<file path="src/rtl/lfsr_run_ctrl_if.sv">
// Command/status interface between the top-level control logic (master)
// and the LFSR run sequencer (slave).
interface lfsr_run_ctrl_if #(
  parameter int WIDTH  = 12,
  parameter int STEP_W = 16
);
  logic              start;
  logic [WIDTH-1:0]  seed;
  logic [STEP_W-1:0] num_steps;
  logic              abort;
  logic              busy;
  logic              done;
  logic              aborted;
  logic [WIDTH-1:0]  result;
  logic [STEP_W-1:0] steps_done;
  logic              seed_err;
  logic              period_err;

  modport master (
    output start, seed, num_steps, abort,
    input  busy, done, aborted, result, steps_done, seed_err, period_err
  );

  modport slave (
    input  start, seed, num_steps, abort,
    output busy, done, aborted, result, steps_done, seed_err, period_err
  );
endinterface

</file>
<file path="src/rtl/lfsr_run_ctrl.sv">
// lfsr_run_ctrl: seeds the LFSR, enables it for num_steps cycles (or until
// max_tick when num_steps==0), then captures the final state and pulses done.
// Optional feature macro: LFSR_PERIOD_CHK_EN (max_tick interval checker
// driving period_err; when undefined period_err is tied low).
// result/steps_done are captured during the DONE cycle, so they become
// visible on the cycle after the done pulse.
module lfsr_run_ctrl #(
  parameter int WIDTH  = 12,
  parameter int STEP_W = 16
) (
  input  logic              clk,
  input  logic              reset,
  lfsr_run_ctrl_if.slave    bus,
  input  logic [WIDTH-1:0]  lfsr_out,
  input  logic              max_tick,
  output logic              lfsr_load,
  output logic [WIDTH-1:0]  lfsr_seed,
  output logic              lfsr_en
);

  typedef enum logic [1:0] {IDLE, LOAD, RUN, DONE} state_t;

  state_t            state;
  logic [STEP_W-1:0] n_q;
  logic [STEP_W-1:0] cnt;
  logic [STEP_W-1:0] cnt_inc;
  logic              term;
  logic              busy_q, done_q, aborted_q, seed_err_q;
  logic [WIDTH-1:0]  result_q;
  logic [STEP_W-1:0] steps_done_q;

  // Terminal condition of the current RUN cycle (max_tick only in free-run).
  assign cnt_inc = cnt + STEP_W'(1);
  assign term    = (n_q != '0) ? (cnt_inc == n_q) : max_tick;

  // Sequencer FSM with registered outputs.
  always_ff @(posedge clk) begin
    if (!reset) begin
      state        <= IDLE;
      n_q          <= '0;
      cnt          <= '0;
      lfsr_load    <= 1'b0;
      lfsr_seed    <= '0;
      lfsr_en      <= 1'b0;
      busy_q       <= 1'b0;
      done_q       <= 1'b0;
      aborted_q    <= 1'b0;
      seed_err_q   <= 1'b0;
      result_q     <= '0;
      steps_done_q <= '0;
    end else begin
      lfsr_load  <= 1'b0;
      done_q     <= 1'b0;
      seed_err_q <= 1'b0;
      case (state)
        IDLE: begin
          if (bus.start) begin
            if (bus.seed != '0) begin
              lfsr_seed <= bus.seed;
              n_q       <= bus.num_steps;
              cnt       <= '0;
              lfsr_load <= 1'b1;
              busy_q    <= 1'b1;
              state     <= LOAD;
            end else begin
              seed_err_q <= 1'b1;
            end
          end
        end
        LOAD: begin
          if (bus.abort) begin
            done_q    <= 1'b1;
            aborted_q <= 1'b1;
            state     <= DONE;
          end else begin
            lfsr_en <= 1'b1;
            state   <= RUN;
          end
        end
        RUN: begin
          cnt <= cnt_inc;
          if (term || bus.abort) begin
            lfsr_en   <= 1'b0;
            done_q    <= 1'b1;
            aborted_q <= bus.abort & ~term;
            state     <= DONE;
          end
        end
        DONE: begin
          result_q     <= lfsr_out;
          steps_done_q <= cnt;
          busy_q       <= 1'b0;
          aborted_q    <= 1'b0;
          state        <= IDLE;
        end
        default: state <= IDLE;
      endcase
    end
  end

  assign bus.busy       = busy_q;
  assign bus.done       = done_q;
  assign bus.aborted    = aborted_q;
  assign bus.seed_err   = seed_err_q;
  assign bus.result     = result_q;
  assign bus.steps_done = steps_done_q;

`ifdef LFSR_PERIOD_CHK_EN
  localparam logic [WIDTH-1:0] FULL_PERIOD = {WIDTH{1'b1}};

  logic             accept;
  logic [WIDTH-1:0] pcnt;
  logic             tick_seen;
  logic             period_err_q;

  assign accept = (state == IDLE) && bus.start && (bus.seed != '0);

  // Measure enabled cycles between max_tick pulses; flag a short/long period.
  always_ff @(posedge clk) begin
    if (!reset) begin
      pcnt         <= '0;
      tick_seen    <= 1'b0;
      period_err_q <= 1'b0;
    end else if (accept) begin
      pcnt         <= '0;
      tick_seen    <= 1'b0;
      period_err_q <= 1'b0;
    end else if (state == RUN) begin
      if (max_tick) begin
        if (tick_seen && ((pcnt + WIDTH'(1)) != FULL_PERIOD))
          period_err_q <= 1'b1;
        tick_seen <= 1'b1;
        pcnt      <= '0;
      end else begin
        pcnt <= pcnt + WIDTH'(1);
      end
    end
  end

  assign bus.period_err = period_err_q;
`else
  assign bus.period_err = 1'b0;
`endif

endmodule

</file>
<file path="src/flat_wrapper.sv">
// flat-port wrapper written by rule: the top's interface ports become plain ports
module lfsr_run_ctrl_flat 
#(
  parameter int WIDTH  = 12,
  parameter int STEP_W = 16
)
  (clk, reset, lfsr_out, max_tick, lfsr_load, lfsr_seed, lfsr_en, bus_start, bus_seed, bus_num_steps, bus_abort, bus_busy, bus_done, bus_aborted, bus_result, bus_steps_done, bus_seed_err, bus_period_err);
  lfsr_run_ctrl_if #(.WIDTH(WIDTH), .STEP_W(STEP_W)) bus_i ();
  input  logic clk;
  input  logic reset;
  input  logic [WIDTH-1:0] lfsr_out;
  input  logic max_tick;
  output logic lfsr_load;
  output logic [WIDTH-1:0] lfsr_seed;
  output logic lfsr_en;
  input wire logic [$bits(bus_i.start)-1:0] bus_start;
  input wire logic [$bits(bus_i.seed)-1:0] bus_seed;
  input wire logic [$bits(bus_i.num_steps)-1:0] bus_num_steps;
  input wire logic [$bits(bus_i.abort)-1:0] bus_abort;
  output wire logic [$bits(bus_i.busy)-1:0] bus_busy;
  output wire logic [$bits(bus_i.done)-1:0] bus_done;
  output wire logic [$bits(bus_i.aborted)-1:0] bus_aborted;
  output wire logic [$bits(bus_i.result)-1:0] bus_result;
  output wire logic [$bits(bus_i.steps_done)-1:0] bus_steps_done;
  output wire logic [$bits(bus_i.seed_err)-1:0] bus_seed_err;
  output wire logic [$bits(bus_i.period_err)-1:0] bus_period_err;
  assign bus_i.start = bus_start;
  assign bus_i.seed = bus_seed;
  assign bus_i.num_steps = bus_num_steps;
  assign bus_i.abort = bus_abort;
  assign bus_busy = bus_i.busy;
  assign bus_done = bus_i.done;
  assign bus_aborted = bus_i.aborted;
  assign bus_result = bus_i.result;
  assign bus_steps_done = bus_i.steps_done;
  assign bus_seed_err = bus_i.seed_err;
  assign bus_period_err = bus_i.period_err;
  lfsr_run_ctrl #(.WIDTH(WIDTH), .STEP_W(STEP_W)) u_core (.clk(clk), .reset(reset), .bus(bus_i), .lfsr_out(lfsr_out), .max_tick(max_tick), .lfsr_load(lfsr_load), .lfsr_seed(lfsr_seed), .lfsr_en(lfsr_en));
endmodule
</file>
<file path="config.mk">
export PLATFORM = sky130hd
export DESIGN_NAME = lfsr_run_ctrl_flat
export DESIGN_NICKNAME = d
export VERILOG_FILES = /design/src/rtl/lfsr_run_ctrl_if.sv /design/src/rtl/lfsr_run_ctrl.sv /design/src/flat_wrapper.sv
export SDC_FILE = /design/constraint.sdc
export NUM_CORES = 1
export LEC_CHECK = 0
export ABC_AREA = 1
export CAP_MARGIN = 15
export CELL_PAD_IN_SITES_DETAIL_PLACEMENT = 1
export CELL_PAD_IN_SITES_GLOBAL_PLACEMENT = 2
export CORE_MARGIN = 3
export CORE_UTILIZATION = 28
export CTS_BUF_LIST = sky130_fd_sc_hd__clkbuf_2 sky130_fd_sc_hd__clkbuf_4 sky130_fd_sc_hd__clkbuf_8
export CTS_CLUSTER_DIAMETER = 100
export DETAILED_ROUTE_END_ITERATION = 10
export PLACE_DENSITY = 0.89
export SETUP_SLACK_MARGIN = 0.2
export SYNTH_ARGS = -nofsm -noshare
export SYNTH_HDL_FRONTEND = slang
export SYNTH_SLANG_ARGS = --single-unit
</file>
<file path="constraint.sdc">
create_clock -name clk -period 2.8 [get_ports clk]
set_clock_uncertainty 0.2 [all_clocks]
set_input_delay 0.28 -clock clk [delete_from_list [all_inputs] [get_ports clk]]
set_output_delay 0.28 -clock clk [all_outputs]
set_load 0.1 [all_outputs]
</file>
==> results of run 1 <==
-- through the flow --
step                cell area, um2  power, mW  instances
finish                        4885      4.813        787
CTS                           4876      4.873        787
detailed placement            4651      3.867        771
global placement              4651      3.831        771
floorplan                     3696      3.288        525
global route                  4885      5.100        787
-- metal layers --
metal  track usage  vias up  routed length, um
li1              -     1879                  -
met1        0.1875     1803               5035
met2        0.2883       79               5845
met3       0.05175       13                674
met4       0.06161        0                187
met5             0        -                  0
-- kinds of logic (layout without fill, tap and decap cells) --
logic type               Yosys count  after routing
other                              1              1
adder cells (fa/ha/maj)            5              5
XOR/XNOR                           5              5
buffers and inverters             64            154
flip-flops                        80             80
AO/OA/AOI/OAI                    112            112
AND/OR/NAND/NOR                  258            258
-- power by group --
part | switching, mW | leakage, nW | internal (mW) | total [mW]
registers | 0.146 | 0.654 | 1.38 | 1.52
clock network | 0.445 | 0.109 | 0.535 | 0.980
logic | 1.78 | 1.27 | 0.533 | 2.31
-- timing repair --
| item | 4_1_cts | 5_1_grt |
|---|---|---|
| endpoints found under the hold margin | 0 | 0 |
| resized for setup | 0 | 3 |
| endpoints found under the setup margin | 0 | 34 |
-- synthesized netlist by cell type --
library cell  count
nand3b_1          1
buf_2             1
conb_1            1
or2_2             1
o21bai_2          1
buf_4             3
ha_1              5
nand2_2           8
o21ai_0          60
inv_2             1
nand3_2           1
nand2_4           1
a21oi_1          49
nor2_2            6
o21ai_2           1
xnor2_1           1
nand3_1          45
nand2_1          96
clkbuf_1         16
dfxtp_1          80
nand4_1           6
nor2_1           84
inv_1            40
nor4_1            3
buf_1             1
nand4_4           1
clkinv_1          2
o2111ai_1         1
nor2_4            5
xor2_1            4
-- cell type report --
type                    count  area [um2]
fillers                  1610        7889
multi-input cells         381        1849
flip-flops and latches     80        1603
repair buffers             95       830.8
well taps                 172       215.2
inverters                  43       161.4
clock buffers              11       145.1
clock inverters             5       80.08
-- registers in the layout, summed over array words and instances (netlist names) --
register / flops
u_core.n_q: 16
u_core.bus.result: 12
u_core.state: 2
u_core.bus.seed_err: 1
u_core.bus.aborted: 1
u_core.bus.done: 1
u_core.lfsr_seed: 12
u_core.cnt: 16
u_core.lfsr_en: 1
u_core.bus.busy: 1
u_core.bus.steps_done: 16
u_core.lfsr_load: 1
-- critical path, cell delays in order, from the launching register on --
cell	delay (ns)
dfxtp_2	0.38
ha_1	0.19
nand2_1	0.17
nor2_4	0.17
nand3_1	0.18
nand3_1	0.13
nand2_1	0.07
nor2_2	0.10
nand3_1	0.07
nor2_1	0.13
nand2_2	0.12
nand4_4	0.11
nand2_2	0.07
nand2_1	0.06
nand2_1	0.05
nor2_1	0.09
-- final timing paths --
path                  startpoint            endpoint  cells past startpoint
setup / recovery   u_core.cnt[1]  u_core.bus.aborted                     15
hold / removal             reset       u_core.n_q[1]                      3
setup reg to reg   u_core.cnt[1]  u_core.bus.aborted                     15
hold reg to reg   u_core.lfsr_en      u_core.lfsr_en                      2
==> qor.yml, run 1 <==
drt_wl_total_um: 11740
die_w_um: 120.9
synth_mux_area_frac: 0
synth_top_family_by_area: "simple AND/OR/NAND/NOR gates"
fin_util: 0.3824
grt_setup_unrepaired: "false"
portBuffers: 90
grt_pass1_vias: 3965
setup_viol: 0
cts_max_level: 3
synth_xor_xnor_area_share: 0.01185
drv_cap: 0
final_common_cell: "nand2_1"
ys_types: 30
hold_class: "primary input to flip-flop"
min_period_ns: 2.325
worst_slack_ns: 0.4754
cts_tree: "yes"
hold-worst-slack_ns: 0.2082
track_usage: 0.1649
initial_core_util: 0.2894
grt_max_degree: 44
drv_slew: 0
worst_ep_arrival_time_ns: 2.45
drive_gt1_frac: 0.1561
fp.dieH_um: 120.9
final_cell_mix: "96 x nand2_1, 83 x nor2_1, 79 x dfxtp_1"
synth_top_area_cell: "dfxtp_1"
holdBufCountCts: 0
worstPathRequired_ns: 2.92
dp_hpwl_um: 8746
dr.pass1.iters: 4
dieArea_um2: 14610
p_leak_nw: 2.033
fin_tns_setup_ns: 0
place.gp.congestion: 0.8172
pin_count: 92
syn_nets: 575
antenna_found_initial: 0
tightest_slew_ns: 0.5747
route.detailed.drc: 0
synth.top_cell.area_share: 0.4333
cts.clk_slew.worst_paths_ns: 0.09
syn_area_per_cell_um2: 7.040
wl_per_cell_um: 14.92
ys_ff_latch: 80
critPathLaunchType: "flip-flop"
n_antenna_cell: 0
synth-compound-area-share: 0.1554
slew_headroom: 0.6145
vias: 3774
area_growth_pct: 32.16
ant_nets: 0
synthSimpleGateAreaFrac: 0.3131
fin_crit_sh: 0.8302
netlist_area_um2: 3696
cts_max_path_buffers: 2
grt_overflow: 0
root_buffer: "clkbuf_8"
post_cts_buffers: 0
dp_worst_setup_slack_ns: 0.02170
avgViaCountPerCell: 4.795
critPathKind: "flip-flop to flip-flop"
cts_buffers: 9
core_area_um2: 12770
yosysSeqAreaShare: 0.4333
drtIter0Drc: 139
ir_drop_mv: 0.6148
hold_violations: 0
status: "complete, no violations"
synthCells: 525
cp_max_fo: 5
rows: 41
cts_sinks: 80
power_density_nw_per_um2: 985.2
grt_pass1_wl_um: 19050
endpoint_kind: "flip-flop"
synthTopCellsByArea: "dfxtp_1 43%, nand2_1 9.7%, nor2_1 8.5%"
fin_nets: 660
max_freq_ghz: 0.4302
synth_fa_ha_area_frac: 0.01693
clock_latency_ns: 0.38
yosysWarnings: 0
rrSetupSlack_ns: 0.48
Power figures use the tool's default switching activity.
==> run 2: changes to the inputs <==
clock period = 2.4 ns   (was 2.8 ns; I/O delays follow)
==> run 2 against run 1 <==
Against the previous run:
- core utilization rose by 1.9 points
- worst setup slack got worse by 0.30 ns
- cell count is 2.3% higher
- highest routed layer unchanged
- fmax up 4.4%
- clock-buffer cell count fell by 1
- sequential power grew 18%
- critical path depth rose by 2
==> qor.yml, run 2 (synthesis gave the netlist of run 1 again) <==
cts_max_level: 3  # unchanged
grt_overflow: 0  # unchanged
wl_per_cell_um: 15.41  # +3.3%
holdBufCountCts: 0  # unchanged
drtIter0Drc: 96  # -31%
intPower_mw: 2.899  # +19%
ant_nets: 0  # unchanged
dp_hpwl_um: 9286  # +6.2%
pin_count: 92  # unchanged
wl_met2_um: 6134  # +4.9%
slew_headroom: 0.6173  # +0.002724
die_w_um: 120.9  # unchanged
fin_nets: 678  # +2.7%
ir_drop_mv: 0.6255  # +1.7%
grt_setup_unrepaired: "true"
cts_max_path_buffers: 2  # unchanged
wl_met3_um: 643  # -4.6%
core_area_um2: 12770  # unchanged
fp.dieH_um: 120.9  # unchanged
final_cell_mix: "93 x nand2_1, 81 x nor2_1, 72 x dfxtp_1"
antenna_found_initial: 0  # unchanged
critPathKind: "flip-flop to flip-flop"
grt_max_degree: 42  # -4.5%
hold_class: "primary input to flip-flop"
dieArea_um2: 14610  # unchanged
switchingPower_mw: 2.839  # +20%
stdcell_count: 805  # +2.3%
max_freq_ghz: 0.4492  # +4.4%
grt_pass1_wl_um: 20620  # +8.2%
vias: 3951  # +4.7%
crit_chain: "buf_6, nand2_4, nor2_4, nand2_4, nand2_4, nand2_1, nand2_1, nand2_2, nor2_2, nand3_1, nor2_2, nand2_4, nand4_4, nand2_2, nand2_1, nand2_1, nor2_1"
cts_buffers: 9  # unchanged
cp_num_buf_inv: 1  # +1
clkPwrFrac: 0.193  # -0.011
place.gp.congestion: 0.8296  # +1.5%
track_usage: 0.1766  # +0.01174
dr.pass1.iters: 4  # unchanged
cts.clk_slew.worst_paths_ns: 0.09  # about the same
p_sw_frac: 0.4948  # +0.002869
highest_layer: "met4"
cts_sinks: 80  # unchanged
drv_cap: 0  # unchanged
area_growth_pct: 38.69
n_antenna_cell: 0  # unchanged
hold-worst-slack_ns: 0.1229  # -0.08530 ns
drv_slew: 0  # unchanged
critical_path.slowest_cell: "dfxtp_4"
power_mw: 5.738  # +19%
fill_cells: 1587  # -1.4%
setup_viol: 0  # unchanged
cp_max_fo: 5  # unchanged
tightest_slew_ns: 0.5706  # -0.004061 ns
critical_path.top_delay_family: "simple AND/OR/NAND/NOR gates"
drt_wl_total_um: 12400  # +5.6%
grt_pass1_vias: 4277  # +7.9%
cpPeakStageDelay_ns: 0.38  # about the same
wl_met1_um: 5153  # +2.3%
power_density_nw_per_um2: 1119  # +14%
fin_crit_sh: 0.9276  # +0.09735
cts_tree: "yes"
drive_gt1_frac: 0.2101  # +0.05401
route.detailed.drc: 0  # unchanged
worstPathRequired_ns: 2.51  # -0.41 ns
pwr-share-comb: 0.494  # +0.014
worst_ep_arrival_time_ns: 2.34  # -0.11 ns
critPathLaunchType: "flip-flop"
avgViaCountPerCell: 4.908  # +2.3%
clock_latency_ns: 0.37  # about the same
initial_core_util: 0.2894  # unchanged
dp_worst_setup_slack_ns: 0.04606  # +0.02436 ns
p_leak_nw: 2.162  # +6.3%
fin_tns_setup_ns: 0  # unchanged
min_period_ns: 2.226  # -0.09843 ns
portBuffers: 90  # unchanged
root_buffer: "clkbuf_8"
status: "complete, no violations"
endpoint_kind: "flip-flop"
rows: 41  # unchanged
final_common_cell: "nand2_1"
worst_slack_ns: 0.1739  # -0.3016 ns
power_frac_seq: 0.313  # -0.003
hold_violations: 0  # unchanged
dp.cells: 784  # +1.7%
[run 2: changes by cell type in the layout (fill, tap and decap cells not counted), sizes merged]
cell | previous run | this run
clkinvlp | 2 | 1
inv | 41 | 40
clkbuf | 11 | 10
buf | 52 | 70
clkinv | 3 | 6
[run 2: routing by layer]
layer / track usage / up-vias
met4: 0.08924 / 0
met1: 0.1933 / 1903
met2: 0.3119 / 96
met3: 0.04802 / 35
li1: - / 1917
met5: 0 / -
[run 2: what timing repair did]
action | CTS | global route
hold endpoints to repair | 0 | 0
gates resized for setup | 25 | 8
pin swaps | 7 | 5
setup buffers | 3 | 2
setup endpoints to repair | 5 | 10
[run 2: cell type report]
class	count	area (um2)	share of cell area
Clock buffer	10	131.4	0.02563
Clock inverter	6	83.83	0.01635
Inverter	43	165.2	0.03222
Multi-Input combinational cell	381	1928	0.3761
Sequential cell	80	1617	0.3154
Tap cell	172	215.2	0.04198
Timing Repair Buffer	113	985.9	0.1923
[run 2: power groups by stage]
stage	Clock (mW)	Combinational, mW	Sequential [mW]
6_report	1.11	2.83	1.80
3_5_place_dp	0	2.77	1.82
3_3_place_gp	0	2.72	1.80
5_1_grt	1.21	3.02	1.84
4_1_cts	1.15	2.82	1.80
2_1_floorplan	0	0.771	3.06
[run 2: per-stage QoR]
step / cell area, um2 / util
after floorplan: 3696 / -
after global placement: 4748 / 0.3717
after detailed placement: 4748 / 0.3717
after CTS: 5075 / 0.3973
after global routing: 5126 / 0.4013
final: 5126 / 0.4013
[run 2: worst register-to-register path, stage by stage, from the launching register on]
cell and delay (ns):
dfxtp_4 0.38, buf_6 0.12, nand2_4 0.06, nor2_4 0.17, nand2_4 0.14, nand2_4 0.11, nand2_1 0.06, nand2_1 0.07
nand2_2 0.07, nor2_2 0.09, nand3_1 0.09, nor2_2 0.16, nand2_4 0.09, nand4_4 0.10, nand2_2 0.07, nand2_1 0.06
nand2_1 0.05, nor2_1 0.08
[run 2: path summary, 6_finish.rpt]
kind | from | end | slack, ns | depth (start not counted)
worst min register to register | u_core.cnt[15] | u_core.cnt[15] | 0.30 | 2
worst min-delay path | reset | u_core.bus.steps_done[1] | 0.12 | 3
worst max-delay path | u_core.cnt[1] | u_core.bus.aborted | 0.17 | 17
worst max register to register | u_core.cnt[1] | u_core.bus.aborted | 0.17 | 17
==> run 3: changes to the inputs <==
CORE_UTILIZATION = 25   (was 28)
PLACE_DENSITY = 0.81   (was 0.89)
REMOVE_ABC_BUFFERS = 1   (was unset)
clock period = 2.2 ns   (was 2.4 ns; I/O delays follow)
==> run 3 against run 2 <==
Against the previous run:
- the flow now finishes with violations (negative setup slack)
- power rose by 9.0%
- register-to-register slack got worse by 0.27 ns
- clock-buffer cell count rose by 1
- cell count rose by 5.2%
- sequential cell count did not move
- combinational power rose by 14%
- largest power group unchanged
==> qor.yml, run 3 (synthesis gave the netlist of run 1 again) <==
status: "complete, but fails checks"
violations: "negative setup slack"
clkPwrFrac: 0.172  # -0.021
cp_max_fo: 5  # unchanged
max_freq_ghz: 0.4355  # -3.1%
critical_path.top_delay_family: "simple AND/OR/NAND/NOR gates"
wl_per_cell_um: 16.02  # +4.0%
route.detailed.drc: 0  # unchanged
drtIter0Drc: 145  # +51%
cts_max_level: 3  # unchanged
crit_chain: "buf_6, inv_6, nor2_4, nand2_4, o21ai_4, nand2_1, nand2_1, nand2_2, nand3_2, nor2_2, nand2_2, nand4_4, buf_6, a21oi_2, nor2_1"
hold_class: "primary input to flip-flop"
critPathLaunchType: "flip-flop"
critical_path.slowest_cell: "dfxtp_4"
cpPeakStageDelay_ns: 0.38  # about the same
setup_viol: 5  # +5
dp_hpwl_um: 9501  # +2.3%
clock_latency_ns: 0.37  # about the same
p_sw_frac: 0.5087  # +0.01389
n_antenna_cell: 0  # unchanged
dp_worst_setup_slack_ns: -0.1321  # -0.1782 ns
cts.clk_slew.worst_paths_ns: 0.09  # about the same
switchingPower_mw: 3.181  # +12%
vias: 4007  # +1.4%
cts_tree: "yes"
worst_slack_ns: -0.09631  # -0.2702 ns
ir_drop_mv: 0.8133  # +30%
track_usage: 0.1652  # -0.01145
place.gp.congestion: 0.7998  # -3.6%
dieArea_um2: 16280  # +11%
initial_core_util: 0.2612  # -0.02814
ant_nets: 0  # unchanged
portBuffers: 90  # unchanged
drt_wl_total_um: 13570  # +9.4%
pwr-share-comb: 0.517  # +0.023
grt_max_degree: 42  # unchanged
fin_crit_sh: 1.044  # +0.1162
min_period_ns: 2.296  # +0.07018 ns
fin_nets: 712  # +5.0%
hold_violations: 0  # unchanged
grt_overflow: 0  # unchanged
pin_count: 92  # unchanged
fin_util: 0.3922  # -0.009147
grt_setup_unrepaired: "true"
die_w_um: 127.6  # +5.5%
dr.pass1.iters: 4  # unchanged
cp_num_buf_inv: 3  # +2
grt_pass1_wl_um: 21450  # +4.0%
fin_tns_setup_ns: -0.3408  # -0.3408 ns
power_density_nw_per_um2: 1127  # +0.68%
p_leak_nw: 2.368  # +9.5%
cts_buffers: 9  # unchanged
power_frac_seq: 0.312  # about the same
rows: 43  # +4.9%
core_area_um2: 14150  # +11%
fp.dieH_um: 127.6  # +5.5%
avgViaCountPerCell: 4.731  # -3.6%
antenna_found_initial: 0  # unchanged
critPathKind: "flip-flop to flip-flop"
worst_ep_arrival_time_ns: 2.36  # +0.02 ns
cts_max_path_buffers: 2  # unchanged
cts_sinks: 80  # unchanged
drive_gt1_frac: 0.2939  # +0.08374
intPower_mw: 3.072  # +6.0%
endpoint_kind: "flip-flop"
grt_pass1_vias: 4288  # +0.26%
drv_slew: 0  # unchanged
fill_cells: 1756  # +11%
drv_cap: 0  # unchanged
final_cell_mix: "89 x buf_4, 85 x nand2_1, 80 x nor2_1"
final_common_cell: "buf_4"
worstPathRequired_ns: 2.27  # -0.24 ns
area_growth_pct: 50.14
root_buffer: "clkbuf_8"
-- run 3: cell count changes in the layout (fill, tap and decap cells not counted), moves of 5 or more --
cell and delta:
nand2_1 -8, nand2_2 +8, nand3_1 -7, buf_4 +24, buf_6 +9, dfxtp_1 -5
nand3_2 +6
-- run 3: worst min-delay path: stages --
cell      delay (ns)
buf_2           0.25
clkinv_1        0.11
a21oi_1         0.04
-- run 3: worst paths after layout --
path	slack, ns	cells past startpoint	start	end
min	0.11	3	reset	u_core.lfsr_en
max	-0.1	15	u_core.cnt[0]	u_core.state[0]
max reg2reg	-0.1	15	u_core.cnt[0]	u_core.state[0]
min reg2reg	0.28	2	u_core.lfsr_en	u_core.lfsr_en
-- run 3: layout make-up --
type                            instances  area, um2  area share
Timing Repair Buffer                  147       1287      0.2320
Sequential cell                        80       1628      0.2933
Tap cell                              180      225.2     0.04059
Inverter                               43      166.4     0.02999
Clock inverter                          5      40.04    0.007215
Clock buffer                           11      151.4     0.02728
Multi-Input combinational cell        381       2051      0.3696
-- run 3: repair_timing --
| item | in CTS | in global routing |
|---|---|---|
| setup endpoints to repair | 7 | 29 |
| hold buffers | 0 | 0 |
| pin swaps | 13 | 22 |
| gates resized for setup | 36 | 45 |
| setup buffers | 11 | 13 |
| cloned | 0 | 1 |
-- run 3: stage by stage --
| step | area, um2 | hold WS, ns | total power [mW] | cells |
|---|---|---|---|---|
| 2_1_floorplan | 3605 | 0.1404 | 4.138 | 504 |
| 3_3_place_gp | 4888 | 0.2646 | 5.011 | 806 |
| 3_5_place_dp | 4888 | 0.2697 | 5.066 | 806 |
| 4_1_cts | 5293 | 0.09698 | 6.217 | 833 |
| 5_1_grt | 5549 | 0.1219 | 6.622 | 847 |
| 6_report | 5549 | 0.1105 | 6.253 | 847 |
-- run 3: metal layers --
layer  vias to the layer above  wire (um)  track usage
met2                        94       6808       0.2979
li1                       1984          -            -
met1                      1915       5798       0.1930
met3                        14        794      0.05393
met4                         0        169      0.02934
met5                         -          0            0
-- run 3: power groups by stage --
stage          Combinational [mW]  Clock (mW)  Sequential, mW
3_3_place_gp                 3.06           0            1.96
6_report                     3.23        1.07            1.95
4_1_cts                      3.14        1.12            1.95
5_1_grt                      3.45        1.19            1.99
3_5_place_dp                 3.10           0            1.96
2_1_floorplan               0.795           0            3.34
